==> src/rtl/autoconfig_master.sv <==
// autoconfig_master: Zorro-II style autoconfig scanner; issues 68000-style nibble bus cycles to size, place and base boards.
// Ports: CLK, reset (async, active-low); start pulse in, busy/done/error status out;
//        ADDR[23:1], ASn/UDSn/LDSn/RWn strobes, DBUS_out/DBUS_oe/DBUS_in nibble [15:12];
//        CFGOUTn to the first board; board_count and alloc_map (bit n = 1MB slot at $200000+n*1MB).
module autoconfig_master #(
  parameter int BUS_IDLE   = 1,
  parameter int MAX_BOARDS = 8
) (
  input  logic        CLK,
  input  logic        reset,
  input  logic        start,
  output logic        busy,
  output logic        done,
  output logic        error,
  output logic [22:0] ADDR,
  output logic        ASn,
  output logic        UDSn,
  output logic        LDSn,
  output logic        RWn,
  output logic [3:0]  DBUS_out,
  output logic        DBUS_oe,
  input  logic [3:0]  DBUS_in,
  output logic        CFGOUTn,
  output logic [3:0]  board_count,
  output logic [7:0]  alloc_map
);
  localparam int LIM = MAX_BOARDS * 4;
  localparam int LW = $clog2(LIM + 1);
  localparam logic [7:0] PLAST = 8'(5 + BUS_IDLE);
  localparam logic [LW-1:0] LLAST = LW'(LIM - 1);
  typedef enum logic [2:0] {IDLE, RD_TYPE, RD_SIZE, DECIDE, WR_LO, WR_HI, WR_SHUTUP, FINISH} state_t;
  state_t state, nxt;
  logic [7:0] ph, idx, mask, amask;
  logic [3:0] nib, base;
  logic [2:0] slot;
  logic [LW-1:0] loops;
  logic bus, wr, act, last, present, fit, hit_lim, cnt_wr;
  assign bus = state inside {RD_TYPE, RD_SIZE, WR_LO, WR_HI, WR_SHUTUP};
  assign wr = state inside {WR_LO, WR_HI, WR_SHUTUP};
  assign act = bus && ph <= 8'd5;
  assign last = bus && ph == PLAST;
  assign present = nib[3:2] == 2'b11 && nib != 4'hF;
  assign hit_lim = loops == LLAST;
  assign cnt_wr = last && (state == WR_HI || state == WR_SHUTUP);
  assign idx = state == RD_SIZE ? 8'h01 : state == WR_LO ? 8'h25 : state == WR_HI ? 8'h24 :
               state == WR_SHUTUP ? 8'h26 : 8'h00;
  assign ADDR = act ? {15'h7400, idx} : '0;
  assign ASn = !(bus && ph >= 8'd1 && ph <= 8'd4);
  assign UDSn = !(bus && ph >= (wr ? 8'd2 : 8'd1) && ph <= 8'd4);
  assign LDSn = 1'b1;
  assign RWn = !(wr && act);
  assign DBUS_oe = wr && ph <= 8'd4;
  assign DBUS_out = (state == WR_HI && act) ? base : 4'd0;
  assign busy = bus || state == DECIDE;
  assign CFGOUTn = !busy;
  assign done = state == FINISH;
  // First fit: scan slots high to low so the lowest legal free slot wins.
  // Multi-MB boards sit on even slots; the s+n bound keeps 8MB at slot 0 and 4MB at 0/2/4.
  always_comb begin
    int n;
    logic [7:0] m;
    n = nib[2:0] == 3'd0 ? 8 : nib[2:0] == 3'd7 ? 4 : nib[2:0] == 3'd6 ? 2 : 1;
    fit = 1'b0;
    slot = 3'd0;
    mask = 8'd0;
    for (int s = 7; s >= 0; s--) begin
      m = 8'(((1 << n) - 1) << s);
      if ((n == 1 || s % 2 == 0) && s + n <= 8 && (alloc_map & m) == 8'd0) begin
        fit = 1'b1;
        slot = 3'(s);
        mask = m;
      end
    end
  end
  always_comb begin
    nxt = state;
    case (state)
      IDLE:              nxt = start ? RD_TYPE : IDLE;
      RD_TYPE:           nxt = last ? (present ? RD_SIZE : FINISH) : RD_TYPE;
      RD_SIZE:           nxt = last ? DECIDE : RD_SIZE;
      DECIDE:            nxt = fit ? WR_LO : WR_SHUTUP;
      WR_LO:             nxt = last ? WR_HI : WR_LO;
      WR_HI, WR_SHUTUP:  nxt = last ? (hit_lim ? FINISH : RD_TYPE) : state;
      FINISH:            nxt = IDLE;
      default:           nxt = IDLE;
    endcase
  end
  always_ff @(posedge CLK or negedge reset)
    if (!reset) state <= IDLE;
    else state <= nxt;
  always_ff @(posedge CLK or negedge reset) begin
    if (!reset) begin
      ph <= 8'd0;
      nib <= 4'd0;
      base <= 4'd0;
      amask <= 8'd0;
      loops <= '0;
      alloc_map <= 8'd0;
      board_count <= 4'd0;
      error <= 1'b0;
    end else begin
      ph <= (bus && !last) ? ph + 8'd1 : 8'd0;
      if (bus && !wr && ph == 8'd4) nib <= DBUS_in;
      if (state == DECIDE) begin
        base <= {1'b0, slot} + 4'd2;
        amask <= mask;
      end
      if (state == IDLE && start) begin
        alloc_map <= 8'd0;
        board_count <= 4'd0;
        error <= 1'b0;
        loops <= '0;
      end
      if (cnt_wr) begin
        loops <= loops + LW'(1);
        error <= error | hit_lim;
      end
      if (last && state == WR_HI) begin
        alloc_map <= alloc_map | amask;
        board_count <= board_count + {3'd0, board_count != 4'hF};
      end
    end
  end
endmodule

==> config.mk <==
export PLATFORM = sky130hd
export DESIGN_NAME = autoconfig_master
export DESIGN_NICKNAME = d
export VERILOG_FILES = /design/src/rtl/autoconfig_master.sv
export SDC_FILE = /design/constraint.sdc
export NUM_CORES = 1
export LEC_CHECK = 0
export ABC_AREA = 1
export CAP_MARGIN = 20
export CELL_PAD_IN_SITES_DETAIL_PLACEMENT = 2
export CELL_PAD_IN_SITES_GLOBAL_PLACEMENT = 2
export CORE_MARGIN = 5
export CORE_UTILIZATION = 31
export CTS_BUF_LIST = sky130_fd_sc_hd__clkbuf_8
export DETAILED_ROUTE_END_ITERATION = 8
export GPL_ROUTABILITY_DRIVEN = 0
export PLACE_DENSITY = 0.83
export SYNTH_ARGS = -nofsm -noshare
export SYNTH_HDL_FRONTEND = slang
export SYNTH_SLANG_ARGS = --single-unit
==> constraint.sdc <==
create_clock -name CLK -period 2.8 [get_ports CLK]
set_input_delay 0.56 -clock CLK [delete_from_list [all_inputs] [get_ports CLK]]
set_output_delay 0.56 -clock CLK [all_outputs]
set_load 0.02 [all_outputs]
== Yosys cells after proc, flatten, opt, wreduce, memory -nomap -nowiden ==
Cells that the tools add are included.
Storage, ports and cells
  bits in registers: 46
  memory bits (read-only): 0
  input bits: 7
  logic and storage cells: 164
  memories: 0
  output and inout bits: 48
  memory bits (writable): 0
  bits in latches: 0
Cells by class
  reduce and logical (&&, ||, !) cells: 51
  $lt $le $gt $ge: 12
  div/mod/pow operators: 0
  shift operators: 1
  multipliers: 0
  $add $sub $neg: 12
  eq/ne operators: 17
  mux-type cells: 52
  bitwise operators: 10
Operator list (count)
  two-way mux 8 bit: 11
  AND 8 bit: 8
  zero test 8 bit: 8
  two-way mux 3 bit: 13
  two-way mux 6 bit: 6
  less-or-equal comparator 5 x 4 -> 1 bit (second input constant): 7
  logical AND 1 bit: 28
  two-way mux 23 bit: 1
  one-hot mux 3 bit (7 select lines): 1
  adder 3 x 4 -> 5 bit (first input constant): 4
  == test 3 bit (second input constant): 6
  == test 8 x 3 -> 1 bit (second input constant): 2
  less-or-equal comparator 8 x 3 -> 1 bit (second input constant): 2
  two-way mux 4 bit: 4
  two-way mux 1 bit: 13
  adder 2 x 4 -> 5 bit (first input constant): 2
  adder 8 x 1 -> 8 bit (second input constant): 1
  >= comparator 8 x 1 -> 1 bit (second input constant): 1
  >= comparator 8 x 2 -> 1 bit: 1
  != test 4 bit (second input constant): 2
  OR 8 bit: 1
  << shifter 1 x 4 -> 8 bit (first input constant): 1
  subtractor 8 x 2 -> 8 bit (second input constant): 1
  adder 6 x 1 -> 6 bit (second input constant): 1
  19 further kinds: 30

== Logic depth before layout (Yosys ltp) ==
Gate-level depths: netlist of run 1.
  depth in word-level cells: 19
  gate-level depth with buffers: 18
  mapped depth without buffers: 18

== Worst setup path after synthesis of run 1 ==
No wires, ideal clock.
  path kind: register to register
  start point: register nib[2]
  end point: register base[2]
  clock period less this slack: 2.497 ns
  required time: 2.668 ns
  slack: 0.303 ns
  buffers on the path: 1
  cell stages (with the launch flop): 18
  setup time: 0.132 ns
  arrival: 2.365 ns
  path through: dfrtp_1 > inv_1 > nand2_2 > nand2_1 > ha_1 > inv_1 > buf_2 > a21oi_1 > nand2_1 > nor2_1 > nor2_1 > nand2_1 > nand2_1 > nand2_1 > inv_1 > ha_1 > nand2_1 > o21ai_0
On the way
  longest elaborated chain between the ends: 18
  elaborated cells on any way between the ends: 61
  classes of those cells: 9 x add/sub; 8 x order compare; 3 x eq/ne; 1 x shift; 11 x mux; 8 x bitwise; 21 x reduce/logical
Ends and longest elaborated chain
  from (decl): line 34  | logic [3:0] nib, base;
  from (signal assigned): line 103  | if (bus && !wr && ph == 8'd4) nib <= DBUS_in;
  == test 3 bit: line 62  | n = nib[2:0] == 3'd0 ? 8 : nib[2:0] == 3'd7 ? 4 : nib[2:0] == 3'd6 ? 2 : 1;
  two-way mux 2 bit: line 62
  two-way mux 3 bit: line 62
  two-way mux 4 bit *: line 62
  << shifter 1 x 4 -> 8 bit: line 67  | m = 8'(((1 << n) - 1) << s);
  subtractor 8 x 2 -> 8 bit: line 67
  AND 8 bit: line 68  | if ((n == 1 || s % 2 == 0) && s + n <= 8 && (alloc_map & m) == 8'd0) begin
  zero test 8 bit: line 68
  logical AND 1 bit: line 68
  two-way mux 3 bit (7 in a row): line 68
  two-way mux 3 bit *: line 68
  adder 3 x 2 -> 4 bit *: line 105  | base <= {1'b0, slot} + 4'd2;
  to (signal assigned): line 105
  to (decl): line 34
Every way passes the cells marked *; elsewhere a longest branch is shown, timed or not.
A chain may end at the register's enable or synchronous reset.

== Worst setup path after layout of run 1 ==
  start point: register ph[5]
  end point: output port DBUS_out[1]
On the way
  longest elaborated chain between the ends: 4
Ends and longest elaborated chain
  from (decl): line 33  | logic [7:0] ph, idx, mask, amask;
  from (signal assigned): line 102  | ph <= (bus && !last) ? ph + 8'd1 : 8'd0;
  less-or-equal comparator 8 x 3 -> 1 bit: line 40  | assign act = bus && ph <= 8'd5;
  logical AND 1 bit: line 40
  logical AND 1 bit: line 53  | assign DBUS_out = (state == WR_HI && act) ? base : 4'd0;
  two-way mux 4 bit: line 53
  to (decl): line 20  | output logic [3:0] DBUS_out,
No other way between the ends.

==> summary.txt, run 1 <==
CTS tree: done
Via count: 3203
Max IR drop VDD: 0.393 mV
Clock Latency Late Sink: 320 ps
Capturing point of the worst reg2reg path: base[2]
Most used DFF post-synth: dfrtp_1
Ant diodes: 0
Fin cells: 659
CP Launch Type: flip-flop
Tcrit/Tclk final: 0.959
Worst Path Required: 2240 ps
RSZ-0062 raised after global routing: yes
Gate power share: 0.642
Setup violators final: 0
Crit path DAT: 2130 ps
Seq pwr share: 0.246
# clock sinks: 46
Setup slack, reg-to-reg: 160 ps
Syn avg cell area: 7.05 sq um
Slowest cell on crit path: dfrtp_1
Rel. slew slack: 0.621
Vias in the first global route: 3604
Area leader, netlist: dfrtp_1
DR pass1 iterations: 4
Clock Skew: 10.2 ps
Final nets: 545
First-pass GRT wire length: 18.3 mm
Routed WL: 11.0 mm
Top cell type's share of synthesized area: 0.359
Initial antenna violation count: 0
Die ar.: 0.0125 sq mm
Bufs and invs on worst path: 2
Async S/R FF share, synth: 1.00
Worst Path Max Fanout: 4
Post-synth top cells: nand2_1 (103), inv_1 (68), nor2_1 (55)
Initial core utilization: 0.315
Worst Tran Pin Value: 569 ps
Switch share: 0.511
Critical Path End Type: primary output
Chip width: 112 um
Clock power share: 0.112
Max Cap Viol: 0
Core Area: 0.0102 sq mm
Internal: 1.84 mW
Total CTS buffers: 5
Io pins: 55
Net Switching: 1.92 mW
Routed WL per cell: 16.8 um
Final Max Slew Viols: 0
Syn Inst Count: 455
Synthesized flop and latch total: 46
CP Class: flip-flop to primary output
Clock root cell: clkbuf_8
Worst Reg-to-Reg Cells: 16
R2R Path Start: nib[2]
P&R area growth vs syn: 24.7%
Placed cell count: 643
EDFF count, synth: 0
Fmax: 372 MHz
Top Family by Delay on Critical Path: simple AND/OR/NAND/NOR gates
Post-Synthesis Cell Area: 0.00321 sq mm
CP Cell Sequence: nor2_1 > nand3_1 > inv_1 > o211ai_1 > nand2_1 > nand2_1 > nor2_1 > dlygate4sd2_1
Synth top area cells: dfrtp_1 (36%), nand2_1 (12%), inv_1 (8.0%), nand3_1 (6.9%), nor2_1 (6.4%)
Overflow after GRT: 0
Antenna viol nets, final: 0
PD cells: 940 mW/mm^2
HPWL after detailed placement: 8.65 mm
Final Hold Viols: 0
Hold Path Class: primary input to asynchronous set/reset pin
Worst path max stage delay: 420 ps
Synth warnings: 0
Tmin final: 2690 ps
Share of layout cells above drive strength 1: 0.141
Site Rows: 37
Vias per inst: 4.86
Detailed-route DRC error count: 0
Yosys cell types: 37
H-Tree Depth: 2
Setup crit start: ph[5]
Top-count cell post-synth: nand2_1
Status: complete, no violations
Die Span Y: 112 um
Clk buf depth: 2
GR Util All Layers: 0.179
DR iter-0 viols: 101
Clk slew on worst S/H paths: 80 ps
Largest net degree at the start of global routing: 27
Cts hold-fix bufs: 0
Place WS: 6.76 ps
Leakage: 2.03 nW
Port Buffer Count: 38
Seq/Total Area, Yosys: 0.359
Final worst setup slack: 114 ps
## placed cells by master, fill, tap and decap left out, types with 10 or more instances in the layout
cell type and count:
conb_1 17, dfrtp_1 44, dlygate4sd2_1 10, clkdlybuf4s50_1 19, inv_1 67, buf_4 31, nand3_1 43, nor2_1 51
o21ai_0 29, nand2_1 101, ha_1 15, a21oi_1 16
## through the flow
| stage | hold slack, ps | total power, mW | cell area (sq um) | utilization | setup TNS (ps) |
|---|---|---|---|---|---|
| final | 220 | 3.76 | 4000 | 0.392 | 0 |
| after detailed placement | 497 | 3.22 | 3800 | 0.373 | 0 |
| after floorplan | 264 | 2.33 | 3260 | - | 0 |
| after global placement | 466 | 3.12 | 3800 | 0.373 | 0 |
| after CTS | 214 | 3.61 | 3870 | 0.380 | 0 |
| after global routing | 249 | 4.10 | 4000 | 0.392 | -260 |
## metal layers
layer | track usage | wire, um | up-vias | share of wire
met5 | 0 | 0 | - | 0
met4 | 0.0535 | 169 | 0 | 0.015
met3 | 0.0255 | 202 | 11 | 0.018
met2 | 0.334 | 5840 | 29 | 0.53
met1 | 0.212 | 4830 | 1613 | 0.44
li1 | - | - | 1550 | -
## timing repair
action | CTS | global route
gates resized for setup | 20 | 27
setup buffers | 0 | 8
gates cloned | 0 | 0
endpoints found under the setup margin | 15 | 16
pin swaps | 0 | 3
## power by group through the flow
stage / sequential (mW) / clock [mW] / combinational [mW]
global route: 0.949 / 0.472 / 2.68
global placement: 0.927 / 0 / 2.19
CTS: 0.923 / 0.442 / 2.25
finish: 0.926 / 0.419 / 2.41
floorplan: 0.913 / 0 / 1.41
detailed placement: 0.937 / 0 / 2.29
## state kept, by name, indices dropped and copies added, names as in the netlist
signal,cells
alloc_map,8
amask,8
base,4
board_count,4
error,1
loops,6
nib,4
ph,8
state,3
## worst max-delay path by stage
stage	end	slack [ps]	cells after the start
2_1_floorplan	base[2]	300	17
3_3_place_gp	UDSn	180	7
3_5_place_dp	ADDR[2]	7	8
4_1_cts	RWn	20	9
5_1_grt	base[2]	-130	17
6_report	DBUS_out[1]	110	8
## logic make-up after synthesis
family	share of synthesized area
muxes	0.0133
adders and majority gates	0.0625
and+or+nand+nor	0.312
AOI/OAI and AO/OA	0.101
other	0.00234
DFF	0.359
xor gates and xnor gates	0.0109
buffers and inverters	0.139
## final cells by class
type / count / area, sq um
fill: 1246 / 6190
multi-input combinational: 329 / 1720
timing repair buffer: 69 / 594
clock inverter: 3 / 17.5
tap: 136 / 170
inverter: 71 / 270
sequential: 46 / 1150
clock buffer: 5 / 68.8
Power figures use the tool's default switching activity.
==> run 2: changes to the inputs <==
--- a/config.mk
+++ b/config.mk
@@ -15,6 +15,7 @@
 export DETAILED_ROUTE_END_ITERATION = 8
 export GPL_ROUTABILITY_DRIVEN = 0
 export PLACE_DENSITY = 0.83
+export SKIP_LAST_GASP = 1
 export SYNTH_ARGS = -nofsm -noshare
 export SYNTH_HDL_FRONTEND = slang
 export SYNTH_SLANG_ARGS = --single-unit
==> run 2 against run 1 <==
- first-iteration DRC count did not move
- core utilization barely moved
- clock skew did not move
- critical path depth did not move
- die area did not move
- power barely moved
- global-route usage did not move
- critical path type unchanged
- highest routed layer unchanged
==> summary.txt, run 2 (synthesis gave the netlist of run 1 again) <==
Status: complete, no violations
Io pins: 55
R2R Path Start: nib[2]
Footprint of the multi-input gates: 0.00172 sq mm
HPWL after detailed placement: 8.65 mm
Ant diodes: 0
Core Area: 0.0102 sq mm
Worst Tran Pin Value: 569 ps
Routed WL: 11.0 mm
Clk buf depth: 2
Placed Area: 0.00380 sq mm
Setup slack, reg-to-reg: 160 ps
Die ar.: 0.0125 sq mm
Rel. slew slack: 0.621
CP Class: flip-flop to primary output
Final Max Slew Viols: 0
Worst path max stage delay: 420 ps
Clk slew on worst S/H paths: 80 ps
Clock Latency Late Sink: 320 ps
Crit path DAT: 2130 ps
Most frequent cells in the layout: nand2_1 (101), inv_1 (67), nor2_1 (51), dfrtp_1 (44), nand3_1 (43)
Internal: 1.84 mW
Gate power share: 0.642
Sequential cell area: 0.00115 sq mm
Worst Reg-to-Reg Cells: 16
Initial core utilization: 0.315
Overflow after GRT: 0
Placed cell count: 643
Hold Path Class: primary input to asynchronous set/reset pin
Clock root cell: clkbuf_8
Largest regs: alloc_map: 8 flops, amask: 8 flops, ph: 8 flops
Port Buffer Count: 38
Vias per inst: 4.86
GR Util All Layers: 0.179
Fmax: 372 MHz
Chip width: 112 um
Detailed-route DRC error count: 0
PD cells: 941 mW/mm^2
DR pass1 iterations: 4
Seq pwr share: 0.247
Fin cells: 659
# clock sinks: 46
First-pass GRT wire length: 18.3 mm
Final std cell area, no fill: 0.00400 sq mm
Total CTS buffers: 5
Worst Path Max Fanout: 4
Tmin final: 2690 ps
Share of layout cells above drive strength 1: 0.141
Max IR drop VDD: 0.393 mV
Tcrit/Tclk final: 0.960
Critical Path End Type: primary output
RSZ-0062 raised after global routing: yes
CP Cell Sequence: nor2_1 > nand3_1 > inv_1 > o211ai_1 > nand2_1 > nand2_1 > nor2_1 > dlygate4sd2_1
CP Launch Type: flip-flop
H-Tree Depth: 2
Net Switching: 1.92 mW
Largest net degree at the start of global routing: 27
Vias in the first global route: 3604
Setup violators final: 0
P&R area growth vs syn: 24.6%
Clock power share: 0.112
Final nets: 545
Worst Path Required: 2240 ps
Commonest non-fill, non-tap cell in the layout: nand2_1
Initial antenna violation count: 0
Clock Skew: 10.2 ps
Fillers: 1247
Site Rows: 37
Tot Pwr: 3.76 mW
Antenna viol nets, final: 0
Final Hold Viols: 0
CTS tree: done
Slowest cell on crit path: dfrtp_1
Die Span Y: 112 um
Max Cap Viol: 0
Switch share: 0.511
Leakage: 2.03 nW
DR iter-0 viols: 101
Routed WL per cell: 16.8 um
Capturing point of the worst reg2reg path: base[2]
Via count: 3203
-- run 2: how the worst max path moves through the flow --
stage	from	endpoint	cells after the start
floorplan	nib[2]	base[2]	17
global placement	state[0]	UDSn	7
detailed placement	ph[5]	ADDR[2]	8
CTS	ph[5]	RWn	9
global route	nib[2]	base[2]	17
finish	ph[5]	DBUS_out[2]	8
-- run 2: stage by stage --
step	hold WS [ps]	setup slack [ps]	setup TNS (ps)	util
2_1_floorplan	264	303	0	-
3_3_place_gp	466	180	0	0.373
3_5_place_dp	497	6.76	0	0.373
4_1_cts	214	22.7	0	0.380
5_1_grt	249	-132	-280	0.392
6_report	220	112	0	0.392
-- run 2: what timing repair did --
| action | 4_1_cts | 5_1_grt |
|---|---|---|
| hold endpoints to repair | 0 | 0 |
| buffers inserted | 0 | 8 |
| pin swaps | 0 | 3 |
| endpoints found under the setup margin | 15 | 16 |
| gates resized for setup | 20 | 26 |
| hold buffers | 0 | 0 |
-- run 2: critical path, delay by kind of cell (launching register included) --
family / cells / cell delay (ps)
AO/OA/AOI/OAI: 1 / 140
buffers and inverters: 2 / 480
flip-flops: 1 / 420
AND/OR/NAND/NOR: 5 / 780
-- run 2: layout make-up --
| cell class | count | area share |
|---|---|---|
| Clock buffer | 5 | 0.0172 |
| Clock inverter | 3 | 0.00438 |
| Inverter | 71 | 0.0676 |
| Multi-Input combinational cell | 329 | 0.431 |
| Sequential cell | 46 | 0.289 |
| Tap cell | 136 | 0.0426 |
| Timing Repair Buffer | 69 | 0.148 |
-- run 2: power groups by stage --
stage | Clock [mW] | Sequential [mW] | Combinational [mW]
global placement | 0 | 0.927 | 2.19
floorplan | 0 | 0.913 | 1.41
finish | 0.419 | 0.926 | 2.41
detailed placement | 0 | 0.937 | 2.29
global route | 0.472 | 0.949 | 2.68
CTS | 0.442 | 0.923 | 2.25
-- run 2: metal layers --
metal  wire length [um]  vias up  part of all wire  track usage
li1                   -     1550                 -            -
met2               5840       29              0.53        0.334
met4                169        0             0.015       0.0535
met3                202       11             0.018       0.0255
met1               4830     1613              0.44        0.212
met5                  0        -                 0            0
